File: src/rtl/fetch_unit.sv
// Instruction fetch and prefetch buffer: 32-bit word fetch over req/ack, split into a halfword FIFO.
// Optional build macro FETCH_PC_CHECK_EN adds pc_in / pc_mismatch_out consistency checking.
module fetch_unit #(
    parameter int DEPTH = 4
) (
    input  logic        clk,
    input  logic        rst,
    input  logic        branch_taken_in,
    input  logic [31:0] branch_target_addr_in,
    output logic        stall_out,
    output logic        imem_req_out,
    output logic [31:0] imem_addr_out,
    input  logic        imem_ack_in,
    input  logic [31:0] imem_rdata_in,
    output logic        instr_valid_out,
    output logic [15:0] instr_out,
    output logic [31:0] instr_addr_out,
    input  logic        decode_stall_in
`ifdef FETCH_PC_CHECK_EN
    ,
    output logic        pc_mismatch_out,
    input  logic [31:0] pc_in
`endif
);

    localparam int PTR_W = $clog2(DEPTH);
    localparam int CNT_W = PTR_W + 1;
    localparam logic [CNT_W:0] DEPTH_L = (CNT_W+1)'(DEPTH);

    logic [15:0]       fifo_mem [DEPTH];
    logic [PTR_W-1:0]  rd_ptr_reg, rd_ptr_next, wr_ptr_reg, wr_ptr_next, wr_ptr_plus1;
    logic [CNT_W-1:0]  count_reg, count_next;
    logic [31:0]       fetch_addr_reg, fetch_addr_next;
    logic [31:0]       head_addr_reg, head_addr_next;
    logic [31:0]       req_addr_reg, req_addr_next;
    logic              discard_reg, discard_next;
    logic              half_skip_reg, half_skip_next;
    logic              req_reg, req_next;
    logic              ack, pop, accept;
    logic [1:0]        push_num;
    logic [15:0]       push_first;
    logic [DEPTH-1:0]  we_first, we_second;

    assign ack          = req_reg && imem_ack_in;
    assign pop          = (count_reg != '0) && !decode_stall_in;
    assign accept       = ack && !discard_reg && !branch_taken_in;
    assign push_first   = half_skip_reg ? imem_rdata_in[31:16] : imem_rdata_in[15:0];
    assign push_num     = !accept ? 2'd0 : (half_skip_reg ? 2'd1 : 2'd2);
    assign wr_ptr_plus1 = wr_ptr_reg + PTR_W'(1);

    always_comb begin
        rd_ptr_next     = rd_ptr_reg;
        wr_ptr_next     = wr_ptr_reg;
        count_next      = count_reg;
        fetch_addr_next = fetch_addr_reg;
        head_addr_next  = head_addr_reg;
        discard_next    = discard_reg;
        half_skip_next  = half_skip_reg;
        req_next        = req_reg;
        req_addr_next   = req_addr_reg;

        if (branch_taken_in) begin
            rd_ptr_next     = '0;
            wr_ptr_next     = '0;
            count_next      = '0;
            head_addr_next  = branch_target_addr_in & ~32'h1;
            fetch_addr_next = branch_target_addr_in & ~32'h3;
            half_skip_next  = branch_target_addr_in[1];
            // An in-flight request still has to drain; its data belongs to the old stream.
            discard_next    = req_reg && !ack;
        end else begin
            if (ack) discard_next = 1'b0;
            if (accept) begin
                fetch_addr_next = fetch_addr_reg + 32'd4;
                half_skip_next  = 1'b0;
            end
            wr_ptr_next = wr_ptr_reg + PTR_W'(push_num);
            count_next  = count_reg + CNT_W'(push_num) - CNT_W'(pop);
            if (pop) begin
                rd_ptr_next    = rd_ptr_reg + PTR_W'(1);
                head_addr_next = head_addr_reg + 32'd2;
            end
        end

        // A held request keeps address and strobe until acked; otherwise reissue on space.
        if (!(req_reg && !ack)) begin
            req_next      = ((CNT_W+1)'(count_next) + (CNT_W+1)'(2)) <= DEPTH_L;
            req_addr_next = fetch_addr_next;
        end
    end

    for (genvar gi = 0; gi < DEPTH; gi++) begin : g_slot
        assign we_first[gi]  = (push_num != 2'd0) && (wr_ptr_reg == PTR_W'(gi));
        assign we_second[gi] = (push_num == 2'd2) && (wr_ptr_plus1 == PTR_W'(gi));
    end

    always_ff @(posedge clk) begin
        for (int i = 0; i < DEPTH; i++) begin
            if (we_first[i]) fifo_mem[i] <= push_first;
            else if (we_second[i]) fifo_mem[i] <= imem_rdata_in[31:16];
        end
    end

    always_ff @(posedge clk) begin
        if (rst) begin
            rd_ptr_reg     <= '0;
            wr_ptr_reg     <= '0;
            count_reg      <= '0;
            fetch_addr_reg <= '0;
            head_addr_reg  <= '0;
            discard_reg    <= 1'b0;
            half_skip_reg  <= 1'b0;
            req_reg        <= 1'b0;
            req_addr_reg   <= '0;
        end else begin
            rd_ptr_reg     <= rd_ptr_next;
            wr_ptr_reg     <= wr_ptr_next;
            count_reg      <= count_next;
            fetch_addr_reg <= fetch_addr_next;
            head_addr_reg  <= head_addr_next;
            discard_reg    <= discard_next;
            half_skip_reg  <= half_skip_next;
            req_reg        <= req_next;
            req_addr_reg   <= req_addr_next;
        end
    end

    assign imem_req_out    = req_reg;
    assign imem_addr_out   = req_addr_reg;
    assign instr_valid_out = (count_reg != '0);
    assign instr_out       = instr_valid_out ? fifo_mem[rd_ptr_reg] : 16'h0000;
    assign instr_addr_out  = head_addr_reg;
    // PC advances exactly when a halfword is consumed; a branch always loads the PC.
    assign stall_out       = !branch_taken_in && !(instr_valid_out && !decode_stall_in);

`ifdef FETCH_PC_CHECK_EN
    logic pc_mismatch_reg;

    always_ff @(posedge clk) begin
        if (rst) begin
            pc_mismatch_reg <= 1'b0;
        end else if (instr_valid_out && (pc_in != head_addr_reg)) begin
            pc_mismatch_reg <= 1'b1;
        end
    end

    assign pc_mismatch_out = pc_mismatch_reg;
`endif

endmodule

File: config.mk
export PLATFORM = sky130hd
export DESIGN_NAME = fetch_unit
export DESIGN_NICKNAME = d
export VERILOG_FILES = /design/src/rtl/fetch_unit.sv
export SDC_FILE = /design/constraint.sdc
export NUM_CORES = 1
export LEC_CHECK = 0
export CAP_MARGIN = 0
export CORE_MARGIN = 2
export CORE_UTILIZATION = 53
export CTS_BUF_LIST = sky130_fd_sc_hd__clkbuf_2 sky130_fd_sc_hd__clkbuf_4 sky130_fd_sc_hd__clkbuf_8
export CTS_CLUSTER_DIAMETER = 50
export DETAILED_ROUTE_END_ITERATION = 10
export PLACE_DENSITY_LB_ADDON = 0.3
export SLEW_MARGIN = 5
export SYNTH_ARGS = -nofsm -noshare
export SYNTH_HDL_FRONTEND = slang
export SYNTH_SLANG_ARGS = --single-unit
File: constraint.sdc
create_clock -name clk -period 4.3 [get_ports clk]
set_input_delay 0.86 -clock clk [delete_from_list [all_inputs] [get_ports clk]]
set_output_delay 0.86 -clock clk [all_outputs]
set_load 0.05 [all_outputs]
==> results of run 1 <==
## layout by cell type, fill, tap and decap left out, types with 9 or more instances in the layout
master / count
clkdlybuf4s50_1: 147
dfxtp_1: 107
nor2_1: 83
mux2_2: 70
edfxtp_1: 64
nand2_1: 56
and2_1: 27
xor2_1: 25
a211oi_1: 25
nor3_1: 25
nand3_1: 24
nand4_1: 23
xnor2_1: 22
clkbuf_8: 19
buf_4: 19
a21oi_1: 18
o21ai_0: 17
mux4_2: 16
and3_1: 12
a21boi_0: 10
o21a_1: 9
o31ai_1: 9
## report_power, final
group          switching (uW)  total (uW)  internal (uW)
logic                     628        1030            402
clock network             554        1180            624
registers                86.0        1880           1790
total                    1270        4090           2820
## critical path: stages (launching register included)
cell and delay (ns):
dfxtp_1 0.33, nor3_2 0.51, inv_1 0.42, and2_1 0.27
clkdlybuf4s50_1 0.70
## per-layer routing
| layer | track usage [%] | vias up | wire (um) |
|---|---|---|---|
| met2 | 44.7 | 202 | 10900 |
| met1 | 29.7 | 3182 | 8240 |
| met5 | 0 | - | 11 |
| met3 | 4.84 | 53 | 1030 |
| li1 | - | 3150 | - |
| met4 | 11.1 | 2 | 696 |
## final timing paths
kind / startpoint / endpoint / slack [ns]
max: count_reg[0] / instr_out[11] / 0.73
min: imem_addr_out[28] / imem_addr_out[28] / 0.45
max reg2reg: count_reg[0] / imem_req_out / 1.43
min reg2reg: imem_addr_out[28] / imem_addr_out[28] / 0.45
## logic make-up after synthesis
logic type	after synthesis	share of synthesized area, %
other	1	0.0447
xor gates and xnor gates	47	4.91
DFF	171	48.4
buffers and inverters	55	2.94
muxes	89	14.1
and+or+nand+nor	298	18.8
adders and majority gates	6	0.984
AOI/OAI and AO/OA	118	9.82
## stage by stage
step	hold slack (ns)	std cells	util [%]	cell area, um^2	power (uW)
floorplan	0.429	785	-	8390	2570
global placement	0.437	1118	65.8	10100	2930
detailed placement	0.439	1118	65.8	10100	2940
CTS	0.454	1150	68.5	10500	4100
global route	0.480	1150	68.5	10500	4230
finish	0.451	1150	68.5	10500	4090
## layout make-up
class                   count  area [um^2]
flip-flops and latches    171         4060
repair buffers            168         1640
clock buffers              23          292
fillers                  1239         4820
clock inverters             9          120
well taps                 211          264
multi-input cells         559         4080
inverters                   9         33.8
==> results by group, run 1 <==
Global route
  • Total GRT Usage: 25.2%
  • Pin count of the biggest net entering global routing: 65
  • First-pass GRT wire length: 32,500 um
  • Initial antenna violation count: 1
  • Total grt overflow: 0
  • Vias in the first global route: 6,388

Clock network
  • Clock Pin Slew Worst Setup and Hold Paths: 0.08 ns
  • Post-CTS Setup Inserts: 0
  • Htree depth: 4
  • CTS max path bufs: 2
  • Num CTS Buffers: 17
  • Clk Latency, worst-skew pair: 0.47 ns
  • CTS tree: done
  • Post-CTS Resized: 0
  • Root Buffer: clkbuf_8
  • Hold_buf cts: 0
  • Clock sink count: 171

Timing
  • Fmax: 280 MHz
  • Final setup viols: 0
  • Worst Clk Skew: 0.0115 ns
  • Slew HR: 41.6%
  • Final period utilization: 83.0%
  • Period minus WS final: 3.57 ns
  • RSZ-0062 raised after global routing: false
  • Final worst setup slack: 0.732 ns
  • Worst slew pin tran: 0.876 ns
  • Final Hold Viols: 0
  • Final slew viol count: 0
  • Setup TNS: 0 ns

Route
  • Initial drt markers: 434
  • DR pass1 iterations: 6
  • Avg WL per Cell: 18.2 um
  • Vias per cell: 5.73
  • Residual DRC count: 0
  • Post-DRT Antenna Nets: 0
  • Total Wirelength: 20,900 um
  • Vias: 6,589

Floorplanning
  • Core Rows: 45
  • Core box area: 0.0153 mm^2
  • Starting Density: 54.8%
  • Die Ht: 130 um
  • Die W: 130 um
  • Top-Level Pins: 152
  • Die area: 0.0168 mm^2

Critical path
  • Crit. End Element: output port
  • Arrival time at the worst endpoint: 2.71 ns
  • Worst setup SP type: flop
  • Critical Path RT: 3.44 ns
  • Crit-path max FO: 17
  • CP Class: flop to output port
  • R2R cell count: 13

Yosys
  • Mapped Nets: 860
  • Mapped Cells: 785
  • Synth cell count leaders: 107 x dfxtp_1, 83 x nor2_1, 70 x mux2_2
  • Cell variety after synth: 64
  • Synthesized cell area: 0.00839 mm^2
  • Most common cell in the synthesized netlist: dfxtp_1
  • Yosys reg bits: 171
  • Post-synth ARST share: 0%
  • Yosys warnings: 0
  • Yosys top cell area share: 25.5%
  • Largest area contributor in the netlist: dfxtp_1
  • Ys flop type: dfxtp_1
  • Post-synth EDFFs: 64
  • Mean area per synthesized cell: 10.7 um^2
  • Synth area leaders: dfxtp_1 26%, edfxtp_1 23%, mux2_2 9.4%
  • Seq/Total Area, Yosys: 48.4%

Place
  • Pre-CTS setup slack: 0.554 ns
  • DPL Wire Length: 15,000 um
  • Routability Congestion: 0.849
  • IO Port Bufs: 149

Min path
  • HP Class: flop to flop
  • Hold path depth: 2

Layout
  • Number of flip-flops in the largest register: 64
  • Nets: 1,001
  • Area Overhead vs Synth: 25.1%
  • Ant. Diodes: 0
  • Layout cells sized above 1: 16.7%

Pwr
  • PD cells: 389 mW/mm^2
  • Total leakage power: 0.00364 uW
  • VDD IR-drop max: 0.000197 V

Outcome
  • Status: finished, final reports clean

Flow run
  • Max-cap viol count: 0
(Power assumes the default switching activity.)
==> inputs of run 2 (changes only) <==
Clock period 4.3 ns to 3.32 ns, I/O delays scaled along.
==> run 2 against run 1 <==
Effect of this change: wire length down 0.46%; critical path depth up 1; critical endpoint is now instr_out[2]; design area up 0.38%; sequential share of layout area down 0.15 points; largest cell class unchanged; first-iteration DRC count down 16%; sequential cell count unchanged; via count down 1.2%; clock skew up 0.0026 ns; global-route usage up 0.11 points; power up 28%; clock-buffer cell count unchanged; non-clock buffer count up 11.
==> results by group, run 2 (synthesis results as in run 1) <==
Critical path
  • CP Class: flop to output port
  • Critical Path RT: 2.66 ns (-0.78 ns)
  • Arrival time at the worst endpoint: 2.54 ns (-0.17 ns)
  • Worst setup SP type: flop
  • Crit. End Element: output port
  • Crit-path max FO: 17 (unchanged)

Route
  • Vias per cell: 5.60 (-2.2%)
  • Total Wirelength: 20,800 um (-0.46%)
  • Vias: 6,507 (-1.2%)
  • DR pass1 iterations: 4 (-2)
  • Initial drt markers: 363 (-16%)
  • Residual DRC count: 0 (unchanged)
  • Avg WL per Cell: 17.9 um (-1.4%)
  • Post-DRT Antenna Nets: 0 (unchanged)

Pwr
  • VDD IR-drop max: 0.000258 V (+31%)
  • Total leakage power: 0.00369 uW (+1.5%)
  • PD cells: 495 mW/mm^2 (+27%)

Layout
  • Ant. Diodes: 0 (unchanged)
  • Commonest non-fill, non-tap cell in the layout: clkdlybuf4s50_1
  • Area Overhead vs Synth: 25.5%
  • Fill cell count: 1,192 (-3.8%)
  • Nets: 1,012 (+1.1%)
  • Commonest cells after routing, fill and taps aside: 139 x clkdlybuf4s50_1, 107 x dfxtp_1, 83 x nor2_1
  • Number of flip-flops in the largest register: 64 (unchanged)
  • Final core utilization: 68.8% (+0.26 points)
  • Layout cells sized above 1: 18.5% (+1.8 points)

Timing
  • Setup TNS: 0 ns (unchanged)
  • Final setup viols: 0 (unchanged)
  • Period minus WS final: 3.20 ns
  • Final slew viol count: 0 (unchanged)
  • Fmax: 312 MHz
  • Final period utilization: 96.5%
  • Slew HR: 52.5% (+11 points)
  • Final hold slack: 0.454 ns (+0.00340 ns)
  • Worst Clk Skew: 0.0142 ns (+0.00263 ns)
  • Worst slew pin tran: 0.712 ns (-0.164 ns)
  • Final Hold Viols: 0 (unchanged)
  • RSZ-0062 raised after global routing: false

Place
  • IO Port Bufs: 149 (unchanged)
  • Routability Congestion: 0.850 (about the same)
  • DPL Wire Length: 15,100 um (+0.80%)

Clock network
  • Post-CTS Setup Inserts: 0 (unchanged)
  • Root Buffer: clkbuf_8
  • Htree depth: 4 (unchanged)
  • Hold_buf cts: 0 (unchanged)
  • Num CTS Buffers: 17 (unchanged)
  • Clock sink count: 171 (unchanged)
  • CTS tree: done
  • Post-CTS Resized: 0 (unchanged)
  • Clk Latency, worst-skew pair: 0.47 ns (about the same)
  • CTS max path bufs: 2 (unchanged)
  • Clock Pin Slew Worst Setup and Hold Paths: 0.08 ns (about the same)

Global route
  • Initial antenna violation count: 0 (-1)
  • Vias in the first global route: 6,500 (+1.8%)
  • Total GRT Usage: 25.3% (+0.11 points)
  • First-pass GRT wire length: 32,700 um (+0.47%)
  • Pin count of the biggest net entering global routing: 65 (unchanged)
  • Total grt overflow: 0 (unchanged)

Floorplanning
  • Die Ht: 130 um (unchanged)
  • Die area: 0.0168 mm^2 (unchanged)
  • Die W: 130 um (unchanged)
  • Starting Density: 54.8% (unchanged)
  • Core box area: 0.0153 mm^2 (unchanged)
  • Top-Level Pins: 152 (unchanged)
  • Core Rows: 45 (unchanged)

Flow run
  • Max-cap viol count: 0 (unchanged)

Min path
  • HP Class: flop to flop

Outcome
  • Status: finished, final reports clean
-- run 2: cell type report --
type	count	area (um^2)	share of cell area, %
clock buffer	23	279	2.65
clock inverter	9	97.6	0.927
inverter	9	33.8	0.321
multi-input combinational	559	4080	38.7
sequential	171	4060	38.6
tap	211	264	2.51
timing repair buffer	179	1710	16.3
-- run 2: power breakdown --
group | internal [uW] | switching, uW | total (uW)
clock network | 708 | 718 | 1430
logic | 541 | 818 | 1360
registers | 2320 | 111 | 2430
-- run 2: critical path, stage by stage (launching register included) --
cell and delay (ns):
dfxtp_1 0.33, nor3_2 0.57, inv_1 0.10, buf_4 0.22, and2_1 0.15, clkdlybuf4s50_1 0.69
-- run 2: worst paths after layout --
path,depth (start not counted),to,start,slack [ns]
worst max-delay path,5,instr_out[2],count_reg[0],0.12
worst min register to register,2,imem_addr_out[18],imem_addr_out[18],0.45
worst max register to register,13,imem_req_out,count_reg[0],0.13
worst min-delay path,2,imem_addr_out[18],imem_addr_out[18],0.45
-- run 2: per-layer routing --
metal | vias to the layer above | routed length [um] | global-route usage (%)
met1 | 3118 | 8450 | 29.1
met2 | 177 | 10900 | 46.4
li1 | 3172 | - | -
met3 | 40 | 940 | 4.39
met4 | 0 | 559 | 10.4
met5 | - | 0 | 0
-- run 2: stage by stage --
stage / total power [uW] / setup slack (ns) / std cells / instance area, um^2
2_1_floorplan: 3330 / 0.194 / 785 / 8390
3_3_place_gp: 3810 / -0.0535 / 1129 / 10200
3_5_place_dp: 3840 / -0.158 / 1129 / 10200
4_1_cts: 5230 / 0.0975 / 1161 / 10500
5_1_grt: 5400 / 0.00624 / 1161 / 10500
6_report: 5220 / 0.115 / 1161 / 10500
